===== config.mk =====
export PLATFORM = sky130hd
export DESIGN_NAME = program_sequencer
export DESIGN_NICKNAME = d
export VERILOG_FILES = /design/src/rtl/cpu_pkg.sv /design/src/rtl/sat_counter.sv /design/src/rtl/program_sequencer.sv
export SDC_FILE = /design/constraint.sdc
export NUM_CORES = 1
export LEC_CHECK = 0
export BUFFER_PORTS_ARGS = -buffer_cell sky130_fd_sc_hd__buf_2
export CAP_MARGIN = 0
export CORE_MARGIN = 5
export CORE_UTILIZATION = 50
export CTS_BUF_LIST = sky130_fd_sc_hd__clkbuf_8
export DETAILED_ROUTE_END_ITERATION = 6
export GPL_TIMING_DRIVEN = 0
export PLACE_DENSITY = 0.79
export REMOVE_ABC_BUFFERS = 1
export SLEW_MARGIN = 0
export SYNTH_ARGS = -nofsm -noshare
export SYNTH_HDL_FRONTEND = slang
export SYNTH_SLANG_ARGS = --single-unit

===== constraint.sdc =====
create_clock -name clk -period 2.2 [get_ports clk]
set_input_delay 0.33 -clock clk [delete_from_list [all_inputs] [get_ports clk]]
set_output_delay 0.33 -clock clk [all_outputs]
set_load 0.005 [all_outputs]

===== src/rtl/cpu_pkg.sv =====
// Shared CPU definitions: opcode constants, sequencer state encoding and the
// register-write qualification helper used by the sequencer and decoder.
package cpu_pkg;

  localparam logic [3:0] OP_CCOPY  = 4'h3;
  localparam logic [3:0] OP_UNUSED = 4'hC;
  localparam logic [3:0] OP_JUMP   = 4'hD;
  localparam logic [3:0] OP_HALT   = 4'hE;
  localparam logic [3:0] OP_CHALT  = 4'hF;

  typedef enum logic [2:0] {
    ST_IDLE,
    ST_FETCH,
    ST_EXECUTE,
    ST_PAUSE,
    ST_HALTED
  } seq_state_t;

  // Whether an executing instruction may write the register file.
  // Conditional copy resolves against the live register value.
  function automatic logic op_write_enable(input logic [3:0] op, input logic cond_nz);
    logic we;
    case (op)
      OP_CCOPY:                                    we = cond_nz;
      OP_UNUSED, OP_JUMP, OP_HALT, OP_CHALT:       we = 1'b0;
      default:                                     we = 1'b1;
    endcase
    return we;
  endfunction

endpackage


===== src/rtl/sat_counter.sv =====
// Saturating up-counter with synchronous clear; clear wins over enable.
module sat_counter #(
  parameter int unsigned CNT_WIDTH = 16
) (
  input  logic                 clk,
  input  logic                 rst,
  input  logic                 clear,
  input  logic                 enable,
  output logic [CNT_WIDTH-1:0] count
);

  logic [CNT_WIDTH-1:0] count_q;
  logic [CNT_WIDTH-1:0] count_d;

  // Next count: clear, else increment until all-ones then hold.
  always_comb begin
    count_d = count_q;
    if (clear) begin
      count_d = '0;
    end else if (enable && (count_q != '1)) begin
      count_d = count_q + 1'b1;
    end
  end

  // Count register.
  always_ff @(posedge clk or posedge rst) begin
    if (rst) begin
      count_q <= '0;
    end else begin
      count_q <= count_d;
    end
  end

  assign count = count_q;

endmodule


===== src/rtl/program_sequencer.sv =====
// Execution controller: owns the PC and the fetch/execute FSM, resolves
// jump/halt/conditional-halt and gates the register-file write strobe.
module program_sequencer
  import cpu_pkg::*;
#(
  parameter int unsigned ADDR_WIDTH  = 8,
  parameter int unsigned INSTR_WIDTH = 16,
  parameter int unsigned CNT_WIDTH   = 16
) (
  input  logic                   clk,
  input  logic                   rst,
  input  logic                   start,
  input  logic                   stop,
  input  logic                   stepMode,
  input  logic                   stepReq,
  input  logic [INSTR_WIDTH-1:0] instruction,
  input  logic [7:0]             condData,
  output logic [ADDR_WIDTH-1:0]  instrAddress,
  output logic                   execStrobe,
  output logic                   regWriteGate,
  output logic                   running,
  output logic                   halted,
  output logic                   paused,
  output logic [CNT_WIDTH-1:0]   retiredCount
);

  seq_state_t            state_q, state_d;
  logic [ADDR_WIDTH-1:0] pc_q, pc_d;
  logic                  stop_seen_q, stop_seen_d;
  logic                  exec_q, exec_d;
  logic                  running_q, running_d;
  logic                  halted_q, halted_d;
  logic                  paused_q, paused_d;
  logic                  cnt_clear;
  logic                  do_halt;

  logic [3:0] opcode;
  logic       cond_nz;
  logic       unused_instr_bits;

  assign opcode            = instruction[15:12];
  assign cond_nz           = |condData;
  assign unused_instr_bits = ^instruction[11:8];

  // Next-state, next-PC and registered status flags.
  always_comb begin
    state_d     = state_q;
    pc_d        = pc_q;
    stop_seen_d = 1'b0;
    cnt_clear   = 1'b0;
    do_halt     = 1'b0;
    case (state_q)
      ST_IDLE: begin
        if (start && !stop) begin
          state_d   = ST_FETCH;
          pc_d      = '0;
          cnt_clear = 1'b1;
        end
      end
      ST_FETCH: begin
        state_d     = ST_EXECUTE;
        stop_seen_d = stop;
      end
      ST_EXECUTE: begin
        case (opcode)
          OP_JUMP:  pc_d = ADDR_WIDTH'(instruction[7:0]);
          OP_HALT:  do_halt = 1'b1;
          OP_CHALT: begin
            if (cond_nz) do_halt = 1'b1;
            else         pc_d = pc_q + 1'b1;
          end
          default:  pc_d = pc_q + 1'b1;
        endcase
        // A stop seen during FETCH is remembered so the instruction completes first.
        if (do_halt)                   state_d = ST_HALTED;
        else if (stop || stop_seen_q)  state_d = ST_IDLE;
        else if (stepMode)             state_d = ST_PAUSE;
        else                           state_d = ST_FETCH;
      end
      ST_PAUSE: begin
        if (stop)                          state_d = ST_IDLE;
        else if (stepReq || !stepMode)     state_d = ST_FETCH;
      end
      ST_HALTED: begin
        if (start) begin
          state_d   = ST_FETCH;
          pc_d      = '0;
          cnt_clear = 1'b1;
        end
      end
      default: state_d = ST_IDLE;
    endcase
    exec_d    = (state_d == ST_EXECUTE);
    running_d = (state_d == ST_FETCH) || (state_d == ST_EXECUTE) || (state_d == ST_PAUSE);
    halted_d  = (state_d == ST_HALTED);
    paused_d  = (state_d == ST_PAUSE);
  end

  // FSM state, PC and registered outputs.
  always_ff @(posedge clk or posedge rst) begin
    if (rst) begin
      state_q     <= ST_IDLE;
      pc_q        <= '0;
      stop_seen_q <= 1'b0;
      exec_q      <= 1'b0;
      running_q   <= 1'b0;
      halted_q    <= 1'b0;
      paused_q    <= 1'b0;
    end else begin
      state_q     <= state_d;
      pc_q        <= pc_d;
      stop_seen_q <= stop_seen_d;
      exec_q      <= exec_d;
      running_q   <= running_d;
      halted_q    <= halted_d;
      paused_q    <= paused_d;
    end
  end

  sat_counter #(
    .CNT_WIDTH(CNT_WIDTH)
  ) u_retired (
    .clk    (clk),
    .rst    (rst),
    .clear  (cnt_clear),
    .enable (exec_q),
    .count  (retiredCount)
  );

  assign instrAddress = pc_q;
  assign execStrobe   = exec_q;
  // Instruction data is only valid in EXECUTE, so the gate is qualified there.
  assign regWriteGate = exec_q && op_write_enable(opcode, cond_nz);
  assign running      = running_q;
  assign halted       = halted_q;
  assign paused       = paused_q;

endmodule


# Yosys cells after proc, flatten, opt, wreduce, memory -nomap -nowiden
# Cells that the tools add are included.
# classes
add_sub_neg	2
n_mul	0
div_mod_pow	0
magnitude_cmp	0
n_eq_ne	18
shift	0
muxes	23
bitwise_logic	0
n_reduce_logical	15
# ops
cell	n
$pmux 8 s3	2
$mux 16	2
$mux 8	3
$add 16x1->16 const B	1
$eq 4x4->1 const B	4
$ne 16x16->1 const B	1
$mux 3	5
$pmux 3 s5	1
$eq 3x2->1 const B	4
$add 8x1->8 const B	1
$reduce_or 8->1	1
$eq 3x1->1 const B	2
$eq 3x3->1 const B	2
$ne 2x2->1 const B	3
$pmux 1 s2	3
$mux 1	5
$reduce_and 5->1	1
$eq 4x2->1 const B	1
$logic_or 1x1->1	4
$mux 2	2
$reduce_or 4->1	1
$logic_and 1x1->1	3
$logic_not 3->1	1
$ne 3x3->1 const B	1
3 further kinds	4
# word_totals
ff_bits	32
latch_bits	0
ramBits	0
mem_bits_ro	0
inputBits	30
out_inout_bits	29
word_cells	66
mem_count	0

# Longest topological paths before layout
# Gate-level depths: netlist (run 1).
# depth
depth_word	9
ltp_mapped	7
mapped_depth_nobuf	6

# Cells and area by module
# Synthesis (run 1) repeated with hierarchy kept, for this count alone.
# unflattened
cells_unflattened	208
area_unflattened_um2	1906.8
# by_module_without_submodules
mod	instances	cells_each	area_per_inst_um2	seq_area_each_um2
program_sequencer	1	107	974.7	400.4
sat_counter	1	101	932.1	400.4

# Worst setup path before layout (run 1)
# Ideal clock, no wire load.
# synth_path
path_kind	register -> register
start	register u_retired.count_q[0], in the netlist u_retired.count[0]
end	register u_retired.count_q[5], in the netlist u_retired.count[5]
setup_time_ns	0.077
arrival_ns	1.569
required_ns	2.123
slack_ns	0.553
path_stages_with_launch	7
n_path_buf	1
synth_period_minus_slack_ns	1.647
path_cell_list	dfrtp_1 > ha_1 > and2_1 > and4_1 > buf_6 > or3_1 > a21oi_1
# synth_between
elab_chain_cells	3
word_cells_on_any_way	6
classes_between	add/sub: 1; eq/ne: 1; mux: 2; reduce/logical: 2
# synth_rtl
item	line	source
from (decl)	sat_counter.sv:12	logic [CNT_WIDTH-1:0] count_q;
from (signal assigned)	sat_counter.sv:30	count_q <= count_d;
$add 16x1->16 or $ne 16x16->1 (tied branches)	sat_counter.sv:21, sat_counter.sv:20	
$mux 16 or $logic_and 1x1->1 (tied branches)	sat_counter.sv:20	end else if (enable && (count_q != '1)) begin
$mux 16 or $reduce_bool 2->1 (tied branches)	n/a	
# Parallel ways exist; a longest one is shown, timed or not. The select of a mux whose other input is x is not followed.
# A chain may end at the register's enable or synchronous reset.

# Worst setup path in the final report (run 1)
# layout_path
start	register state_q[2]
end	register pc_q[6], in the netlist instrAddress[6]
# layout_between
elab_chain_cells	3
word_cells_on_any_way	10
classes_between	eq/ne: 6; mux: 1; reduce/logical: 3
# layout_rtl
item	line	source
from (decl)	program_sequencer.sv:27	seq_state_t state_q, state_d;
from (signal assigned)	program_sequencer.sv:110	state_q <= state_d;
$eq 3x2->1 (tied with other cells)	program_sequencer.sv:52	case (state_q)
$ne 3x3->1 (no line) (tied with other cells)	n/a	
$reduce_and 5->1 (no line)	n/a	
to (signal assigned)	program_sequencer.sv:111	pc_q <= pc_d;
to (decl)	program_sequencer.sv:28	logic [ADDR_WIDTH-1:0] pc_q, pc_d;
# Parallel ways exist; a longest one is shown, timed or not.

==> impl_metrics.yaml, run 1 <==
timing:
  tns_ns: 0
  relSlewSlack_pct: 60.91
  rsz0062_at_grt: "false"
  hold_viol: 0
  period_share_pct: 87.24
  drv_slew: 0
  tightest_slew_ns: 0.5827
  finalSetupViolCount: 0
  final.min_clock_period_ns: 1.919
  final.setup_skew_ns: 0.004294
  fmax_mhz: 521.0
route:
  drcViolationCount: 0
  wirelength_um: 3983
  ant_nets: 0
  drt_first_pass_iters: 4
  vias: 1624
  wl_per_cell_um: 13.46
  drtIter0Drc: 84
  via_per_inst: 5.486
flow_run:
  maxCapViolCount: 0
die:
  dieArea_um2: 4880
  start_util_pct: 52.45
  die_w_um: 69.86
  ioPinCount: 59
  num_rows: 21
  die_h_um: 69.86
  core_area_um2: 3416
placed_design:
  place_congestion: 0.8382
  dpl.hpwl_um: 2942
  portBuffers: 54
clocking:
  cts.sinks: 32
  clkTransAtPathRegs_ns: 0.06
  cts_made_buffers: 5
  h-tree-depth: 2
  insertion_delay_ns: 0.29
  root_buffer: "clkbuf_8"
  cts_tree: "yes"
  clk_path_buf_depth: 2
synthesis:
  synth_compound_area_share_pct: 15.36
  synth_cell_types: 41
  yosys.area_share.simple_pct: 27.58
  synth_top_family_by_area: "simple AND/OR/NAND/NOR gates"
  synthCells: 194
  synth-xor-area-share_pct: 4.888
  synth_top_cell_by_area: "dfrtp_1"
  syn_area_um2: 1792
  synth_area_per_cell_um2: 9.236
  yosysTopAreaCellShare_pct: 44.69
  synth_area_leaders: "dfrtp_1 45%, a21oi_1 4.7%, nor2_1 4.2%"
  seq_area_frac_synth_pct: 44.69
  ys_seq_elements: 32
  muxShareOfSynthArea_pct: 1.117
  synthAdderAreaFrac_pct: 1.397
  ys_warn_count: 0
global_routing:
  antenna_found_initial: 0
  gr-total-overflow: 0
  grt_max_degree: 33
  grt_pass1_wl_um: 6796
  grt_pass1_vias: 1470
  grt_util_all_layers_pct: 17.22
setup_path:
  start_kind: "register"
  critPathArrivalTime_ns: 2.07
  timing.rr.end: "instrAddress[6]"
  cp-end-kind: "register"
  critPathKind: "register to register"
  reg2reg_from: "state_q[2]"
  cp.required_ns: 2.35
  r2r_cells: 6
  crit_fanout: 9
  reg2reg_slack_ns: 0.28
cells_and_area:
  final_nets: 282
  drive_above_1_share_pct: 28.80
  syn2layout_area_growth_pct: 23.74
  final_util_pct: 64.91
  fillers: 304
  diodes: 0
power_and_ir_drop:
  power_frac_seq_pct: 45.2
  leakagePower_nw: 1.081
  ir_worst_vdd_uv: 521.1
  switching_share_pct: 33.30
  pwr-share-comb_pct: 27.3
  power_frac_clock_pct: 27.5
  powerDensity_nw_per_um2: 799.1
  intPower_mw: 1.182
  p_switching_mw: 0.5901
run_status:
  status: "complete, no violations"
worst_hold_path:
  hold_path_class: "input pin to asynchronous set/reset pin"
## metal layers
metal	wire length, µm	vias to the layer above	track usage [%]	share of wire (%)
met1	1876	767	23.98	47
met5	0	-	0	0
li1	-	811	-	-
met2	1787	41	24.34	45
met4	52	0	5.957	1.3
met3	266	5	6.600	6.7
## critical path, stage by stage (launching register included)
cell and delay (ns):
dfrtp_1 0.39, inv_1 0.12, a2111oi_4 0.49, buf_4 0.26
o21ba_1 0.26, a21oi_1 0.16, o22ai_1 0.10
## registers in the layout (all words and copies together) (netlist names)
| signal | flops |
|---|---|
| u_retired.count | 16 |
| instrAddress | 8 |
| state_q | 3 |
| execStrobe | 1 |
| halted | 1 |
| paused | 1 |
| running | 1 |
| stop_seen_q | 1 |
## Yosys cell counts (all sizes together)
library cell / count
nand3b: 1
o32ai: 1
ha: 2
dfrtp: 32
or3: 3
mux2i: 2
nand2b: 4
o21ai: 7
a21oi: 17
xor2: 6
a211oi: 2
o211ai: 1
a2111oi: 1
nor2b: 1
buf: 8
nor3: 10
a31oi: 2
or2: 3
and4b: 1
nor3b: 5
o2111ai: 1
inv: 8
and2: 5
nand2: 13
nand3: 7
nor4: 2
a41oi: 2
xnor2: 4
and4: 3
o31ai: 2
and3: 7
o21ba: 1
o22ai: 5
nand4: 4
nor2: 21
## kinds of logic after synthesis
logic type	after synthesis
mux	2
compound gates	42
buf+inv	16
flops	32
fa+ha+maj	2
xor+xnor	10
simple gates	90
## final cells by class
type | count | area (µm²) | area share (%)
clock buffers | 7 | 96.34 | 4.345
well taps | 46 | 57.56 | 2.596
inverters | 8 | 30.03 | 1.354
repair buffers | 57 | 312.8 | 14.11
multi-input cells | 146 | 919.6 | 41.48
flip-flops and latches | 32 | 800.8 | 36.12
## placed cells by master, fill, tap and decap left out, types with 3 or more instances in the layout
cell type   n
nor2_1     20
o21ai_1     3
clkbuf_8    7
nand3_1     7
o21ai_0     4
and3_1      7
buf_2      54
o22ai_1     5
nand2b_1    4
xor2_1      6
nand4_1     4
dfrtp_1    32
nor3_1     10
nand2_1    13
or3_1       3
nor3b_1     5
and2_1      5
xnor2_1     4
or2_2       3
a21oi_1    17
inv_1       7
## how the worst max path moves through the flow
stage | depth (start not counted) | from | endpoint
final | 6 | state_q[2] | instrAddress[6]
after detailed placement | 6 | stop | instrAddress[2]
after global placement | 5 | stop | instrAddress[3]
after floorplan | 5 | state_q[2] | instrAddress[2]
after global routing | 6 | state_q[2] | instrAddress[2]
after CTS | 6 | state_q[2] | instrAddress[2]
## power groups by stage
stage | sequential (mW) | clock, mW | combinational (mW)
after CTS | 0.797 | 0.496 | 0.479
after global routing | 0.823 | 0.528 | 0.554
after global placement | 0.801 | 0 | 0.459
after floorplan | 0.787 | 0 | 0.289
after detailed placement | 0.806 | 0 | 0.477
final | 0.801 | 0.487 | 0.484
## stage by stage
| stage | power, mW | hold WS (ns) | area [µm²] | std cells | setup WS (ns) |
|---|---|---|---|---|---|
| floorplan | 1.076 | 0.4462 | 1733 | 186 | -0.6908 |
| global placement | 1.260 | 0.5225 | 2061 | 286 | -1.797 |
| detailed placement | 1.283 | 0.5376 | 2081 | 288 | 0.07320 |
| CTS | 1.772 | 0.2971 | 2177 | 295 | 0.08401 |
| global route | 1.905 | 0.06124 | 2217 | 296 | 0.1317 |
| finish | 1.772 | 0.02746 | 2217 | 296 | 0.2807 |
## repair_timing
| action | 4_1_cts | 5_1_grt |
|---|---|---|
| resized for setup | 0 | 1 |
| setup endpoints to repair | 0 | 6 |
| setup buffers | 0 | 0 |
| hold buffers | 0 | 0 |
No activity file was read; power rests on OpenSTA's default activity.
==> run 2, diff against run 1 <==
--- a/config.mk
+++ b/config.mk
@@ -6,4 +6,5 @@
 export NUM_CORES = 1
 export LEC_CHECK = 0
+export ABC_AREA = 1
 export BUFFER_PORTS_ARGS = -buffer_cell sky130_fd_sc_hd__buf_2
 export CAP_MARGIN = 0
@@ -13,5 +14,5 @@
 export DETAILED_ROUTE_END_ITERATION = 6
 export GPL_TIMING_DRIVEN = 0
-export PLACE_DENSITY = 0.79
+export PLACE_DENSITY = 0.78
 export REMOVE_ABC_BUFFERS = 1
 export SLEW_MARGIN = 0
==> constraint.sdc (replaced) <==
create_clock -name clk -period 2.2 [get_ports clk]
set_input_delay 0.44 -clock clk [delete_from_list [all_inputs] [get_ports clk]]
set_output_delay 0.44 -clock clk [all_outputs]
set_load 0.005 [all_outputs]
==> run 2 against run 1 <==
Clock-buffer cell count down 1. Maximum frequency up 12%. Final cell count is 29% higher. Via count grew 23%. Synthesized cell count rose by 43%. Global-route usage is 3.4 points higher. Utilization shrank 0.84 points. Total power grew 8.6%. Clock power decreased by 4.5%. Area after synthesis up 11%. Critical endpoint is now u_retired.count[10].
==> impl_metrics.yaml, run 2 <==
run_status:
  status: "complete, no violations"
synthesis:
  yosysTopAreaCellShare_pct: 40.43
  synth_top_cell_by_area: "dfrtp_1"
  ys_seq_elements: 32
  synth_cell_types: 30
  synthCells: 277
  synth_commonest_cells: "83 x nand2_1, 32 x dfrtp_1, 32 x inv_1"
  synth-edff-count: 0
  synth_area_leaders: "dfrtp_1 40%, nand2_1 16%, inv_1 6.1%"
  syn_area_um2: 1981
  async_flop_share_pct: 100.0
  ys_warn_count: 0
  yosysMostFrequentCell: "nand2_1"
  synth-main-ff-cell: "dfrtp_1"
  synth_area_per_cell_um2: 7.150
  seq_area_frac_synth_pct: 40.43
setup_path:
  reg2reg_slack_ns: 0.48
  critPathKind: "register to register"
  critPathMaxStageDelay_ns: 0.41
  crit_chain: "nor2_1 > inv_1 > nor2_2 > inv_2 > nand2_4 > clkinv_2 > nand2_1 > nand2_1"
  critPathArrivalTime_ns: 1.90
  cp.required_ns: 2.38
  r2r_cells: 8
  cp_common_cell: "nand2_1"
  endpoint: "u_retired.count[10]"
  slowest_stage: "dfrtp_1"
  worst-path-buf-inv: 3
  cp_num_cells: 8
  timing.rr.end: "u_retired.count[10]"
  reg2reg_from: "state_q[0]"
  path_delay_family: "simple AND/OR/NAND/NOR gates"
  crit_fanout: 14
  start_kind: "register"
  setup.worst_path.start: "state_q[0]"
  cp-end-kind: "register"
clocking:
  cts_setup_buffers: 0
  cts_made_buffers: 5
  root_buffer: "clkbuf_8"
  cts_resized: 0
  cts.sinks: 32
  postCtsHoldBufs: 0
  h-tree-depth: 2
  clk_path_buf_depth: 2
  cts_tree: "yes"
  clkTransAtPathRegs_ns: 0.07
  insertion_delay_ns: 0.29
global_routing:
  antenna_found_initial: 0
  grt_max_degree: 33
  grt_util_all_layers_pct: 20.63
  grt_pass1_wl_um: 8583
  grt_pass1_vias: 2002
  gr-total-overflow: 0
cells_and_area:
  final_cell_mix: "83 x nand2_1, 54 x buf_2, 33 x inv_1, 32 x dfrtp_1, 27 x nor2_1"
  largest_reg_flops: 16
  drive_above_1_share_pct: 22.69
  syn2layout_area_growth_pct: 21.10
  finalNonFillerCells: 383
  diodes: 0
  final_nets: 366
  final_common_cell: "nand2_1"
power_and_ir_drop:
  total_power_mw: 1.925
  leakagePower_nw: 1.346
  ir_worst_vdd_uv: 531.7
  powerDensity_nw_per_um2: 802.5
route:
  drt_first_pass_iters: 4
  vias: 2000
  drcViolationCount: 0
  wl_met3_um: 322
  m1WireLength_um: 2230
  wirelength_um: 5138
  via_per_inst: 5.222
  wl_per_cell_um: 13.42
  dr.max_layer_used: "met4"
  dr_wl_met2_um: 2519
  drtIter0Drc: 134
  ant_nets: 0
timing:
  tns_ns: 0
  final.setup_skew_ns: 0.008017
  period_share_pct: 78.06
  finalSetupViolCount: 0
  relSlewSlack_pct: 61.55
  final.min_clock_period_ns: 1.717
  tightest_slew_ns: 0.5732
  hold_viol: 0
  drv_slew: 0
  rsz0062_at_grt: "false"
  fmax_mhz: 582.3
flow_run:
  maxCapViolCount: 0
die:
  die_w_um: 72.94
  core_area_um2: 3744
  die_h_um: 72.94
  ioPinCount: 59
  dieArea_um2: 5320
  start_util_pct: 52.91
  num_rows: 22
placed_design:
  place_congestion: 0.8337
  dpl.cell_count: 374
  dpl.hpwl_um: 3769
  portBuffers: 54
worst_hold_path:
  hold_path_class: "input pin to asynchronous set/reset pin"
run 2: changes by cell type after synthesis, moves of 6 or more:
cell and delta:
a21oi_1 -13, nand4_1 +10, nor2_1 +7, and3_1 -7, nor3_1 -6, inv_1 +24, nand3_1 +16, nand2_1 +70
o21ai_0 +13
run 2: report_power, final:
| group | switching [mW] | internal (mW) |
|---|---|---|
| clock network | 0.219 | 0.246 |
| registers | 0.122 | 0.690 |
| logic | 0.425 | 0.224 |
| total | 0.765 | 1.16 |
run 2: layout make-up:
cell class | instances | area (µm²)
Inverter | 37 | 140.1
Clock inverter | 2 | 7.507
Clock buffer | 6 | 82.58
Timing Repair Buffer | 55 | 297.8
Fill cell | 354 | 1345
Multi-Input combinational cell | 203 | 1010
Sequential cell | 32 | 800.8
Tap cell | 48 | 60.06
run 2: cell families (layout without fill, tap and decap cells):
kind of cell    count (synthesis)  count (layout)  synth area share (%)
flops                          32              32                 40.43
xor+xnor                       10              10                 4.422
simple gates                  163             163                 37.02
compound gates                 28              28                 8.275
fa+ha+maj                       2               2                 1.263
buf+inv                        42             100                 8.591
run 2: metal layers:
metal	vias to the layer above	GRT usage [%]
li1	1003	-
met1	925	23.76
met2	63	36.07
met3	9	5.785
met4	0	7.787
met5	-	0
run 2: per-stage QoR:
step	util (%)	cell area (µm²)	worst slack [ns]	hold slack, ns
floorplan	-	1951	0.7373	0.4621
finish	64.07	2399	0.4827	0.1297
global route	64.07	2399	0.3501	0.1518
CTS	63.34	2371	0.4758	0.3591
detailed placement	60.93	2281	0.4352	0.4816
global placement	60.93	2281	0.4628	0.4924
run 2: worst min path at each step:
| stage | endpoint | slack (ns) | cells past startpoint |
|---|---|---|---|
| 4_1_cts | state_q[2] | 0.36 | 2 |
| 3_3_place_gp | execStrobe | 0.49 | 1 |
| 3_5_place_dp | execStrobe | 0.48 | 1 |
| 2_1_floorplan | execStrobe | 0.46 | 1 |
| 6_report | u_retired.count[1] | 0.13 | 2 |
| 5_1_grt | u_retired.count[5] | 0.15 | 2 |
==> run 3, diff against run 2 <==
clock period = 1.65 ns   (was 2.2 ns; I/O delays follow)
==> run 3 against run 2 <==
The run now ends with negative setup slack left. Highest routed layer unchanged. Largest power group unchanged. Die area unchanged. Via count up 3.4%. Sequential cell count unchanged.
==> impl_metrics.yaml, run 3 (synthesis gave the netlist of run 2 again) <==
run_status:
  status: "finished, violations left"
  violations: "negative setup slack"
power_and_ir_drop:
  pwr-share-comb_pct: 36.8
  power_frac_clock_pct: 22.9
  leakagePower_nw: 1.384
  switching_share_pct: 40.32
  power_frac_seq_pct: 40.2
  ir_worst_vdd_uv: 708.3
  intPower_mw: 1.596
  p_switching_mw: 1.078
  powerDensity_nw_per_um2: 1066
placed_design:
  dp_worst_setup_slack_ns: -0.06117
  place_congestion: 0.8337
  dpl_cell_area_um2: 2281
  portBuffers: 54
  dpl.hpwl_um: 3769
timing:
  hold_viol: 0
  period_share_pct: 101.2
  drv_slew: 0
  fmax_mhz: 599.0
  final.min_clock_period_ns: 1.669
  finalSetupViolCount: 1
  relSlewSlack_pct: 69.41
  final.setup_skew_ns: 0.006531
  setup_slack_ns: -0.01942
  rsz0062_at_grt: "true"
  tightest_slew_ns: 0.4561
cells_and_area:
  final_nets: 374
  largest_reg_flops: 16
  final_cell_mix: "83 x nand2_1, 54 x buf_2, 32 x inv_1, 28 x dfrtp_1, 27 x nor2_1"
  drive_above_1_share_pct: 26.82
  diodes: 0
  syn2layout_area_growth_pct: 26.66
  final_area_um2: 2509
  final_common_cell: "nand2_1"
  final_util_pct: 67.01
clocking:
  insertion_delay_ns: 0.29
  cts_tree: "yes"
  h-tree-depth: 2
  cts_made_buffers: 5
  cts.sinks: 32
  clk_path_buf_depth: 2
  root_buffer: "clkbuf_8"
  clkTransAtPathRegs_ns: 0.07
die:
  num_rows: 22
  dieArea_um2: 5320
  core_area_um2: 3744
  die_w_um: 72.94
  ioPinCount: 59
  start_util_pct: 52.91
  die_h_um: 72.94
setup_path:
  crit_chain: "ha_2 > nand3_2 > inv_2 > nand2_4 > o21ai_4 > clkinvlp_4 > nand4_1 > nand2_1"
  cp.required_ns: 1.83
  cp-end-kind: "register"
  critPathKind: "register to register"
  reg2reg_slack_ns: -0.02
  timing.rr.end: "u_retired.count[10]"
  crit_fanout: 6
  start_kind: "register"
  critPathArrivalTime_ns: 1.85
  r2r_cells: 8
  critPathMaxStageDelay_ns: 0.36
  reg2reg_from: "u_retired.count[0]"
  slowest_stage: "dfrtp_1"
route:
  vias: 2068
  drt_first_pass_iters: 4
  via_per_inst: 5.289
  wirelength_um: 5353
  drtIter0Drc: 117
  drcViolationCount: 0
  wl_per_cell_um: 13.69
  ant_nets: 0
worst_hold_path:
  hold_depth: 2
  hp-start: "start"
  hold_path_class: "input pin to register"
  hold_end: "state_q[2]"
global_routing:
  gr-total-overflow: 0
  grt_pass1_vias: 2040
  grt_max_degree: 33
  grt_util_all_layers_pct: 21.09
  grt_pass1_wl_um: 8749
  antenna_found_initial: 0
flow_run:
  maxCapViolCount: 0
-- run 3: worst max-delay path by stage --
stage / to / cells past startpoint / from
final: u_retired.count[10] / 8 / u_retired.count[0]
after global routing: u_retired.count[10] / 8 / u_retired.count[1]
after CTS: u_retired.count[10] / 7 / u_retired.count[4]
after detailed placement: u_retired.count[4] / 8 / state_q[1]
after global placement: u_retired.count[12] / 8 / state_q[1]
after floorplan: u_retired.count[0] / 8 / u_retired.count[0]
-- run 3: timing repair --
| action | 4_1_cts | 5_1_grt |
|---|---|---|
| pin swaps | 1 | 5 |
| buffers inserted | 3 | 3 |
| setup endpoints to repair | 15 | 22 |
| resized for setup | 5 | 11 |
| hold endpoints to repair | 0 | 9 |
| hold buffers | 0 | 1 |
| gates cloned | 1 | 0 |
-- run 3: routing by layer --
metal	GRT usage, %	vias up	wire length, µm
met1	24.44	961	2203
li1	-	1023	-
met4	8.607	0	69
met3	5.647	9	388
met5	0	-	0
met2	36.57	75	2692
-- run 3: cell type report --
type | count | area, µm²
Fill cell | 339 | 1235
Tap cell | 48 | 60.06
Timing Repair inverter | 1 | 7.507
Multi-Input combinational cell | 203 | 1042
Inverter | 37 | 150.1
Sequential cell | 32 | 805.8
Clock buffer | 6 | 82.58
Clock inverter | 2 | 7.507
Timing Repair Buffer | 62 | 352.8
-- run 3: power by group through the flow --
| stage | Combinational, mW | Clock [mW] | Sequential (mW) |
|---|---|---|---|
| finish | 0.985 | 0.613 | 1.08 |
| global route | 1.09 | 0.666 | 1.09 |
| CTS | 0.944 | 0.634 | 1.07 |
| detailed placement | 0.865 | 0 | 1.09 |
| global placement | 0.835 | 0 | 1.08 |
| floorplan | 0.547 | 0 | 1.07 |
-- run 3: critical path, delay by kind of cell, from the launching register on --
family	cells	cell delay, ns
simple gates	4	0.37
buf+inv	2	0.37
flops	1	0.36
compound gates	1	0.27
fa+ha+maj	1	0.19
-- run 3: stage by stage --
step           hold WS (ns)   TNS, ns  cells  power [mW]
6_report             0.2631  -0.01942    391       2.673
5_1_grt              0.2511   -0.8774    391       2.853
4_1_cts              0.2499         0    386       2.644
3_5_place_dp         0.4816   -0.6995    374       1.953
3_3_place_gp         0.4924   -0.3173    374       1.918
2_1_floorplan        0.4275         0    272       1.620
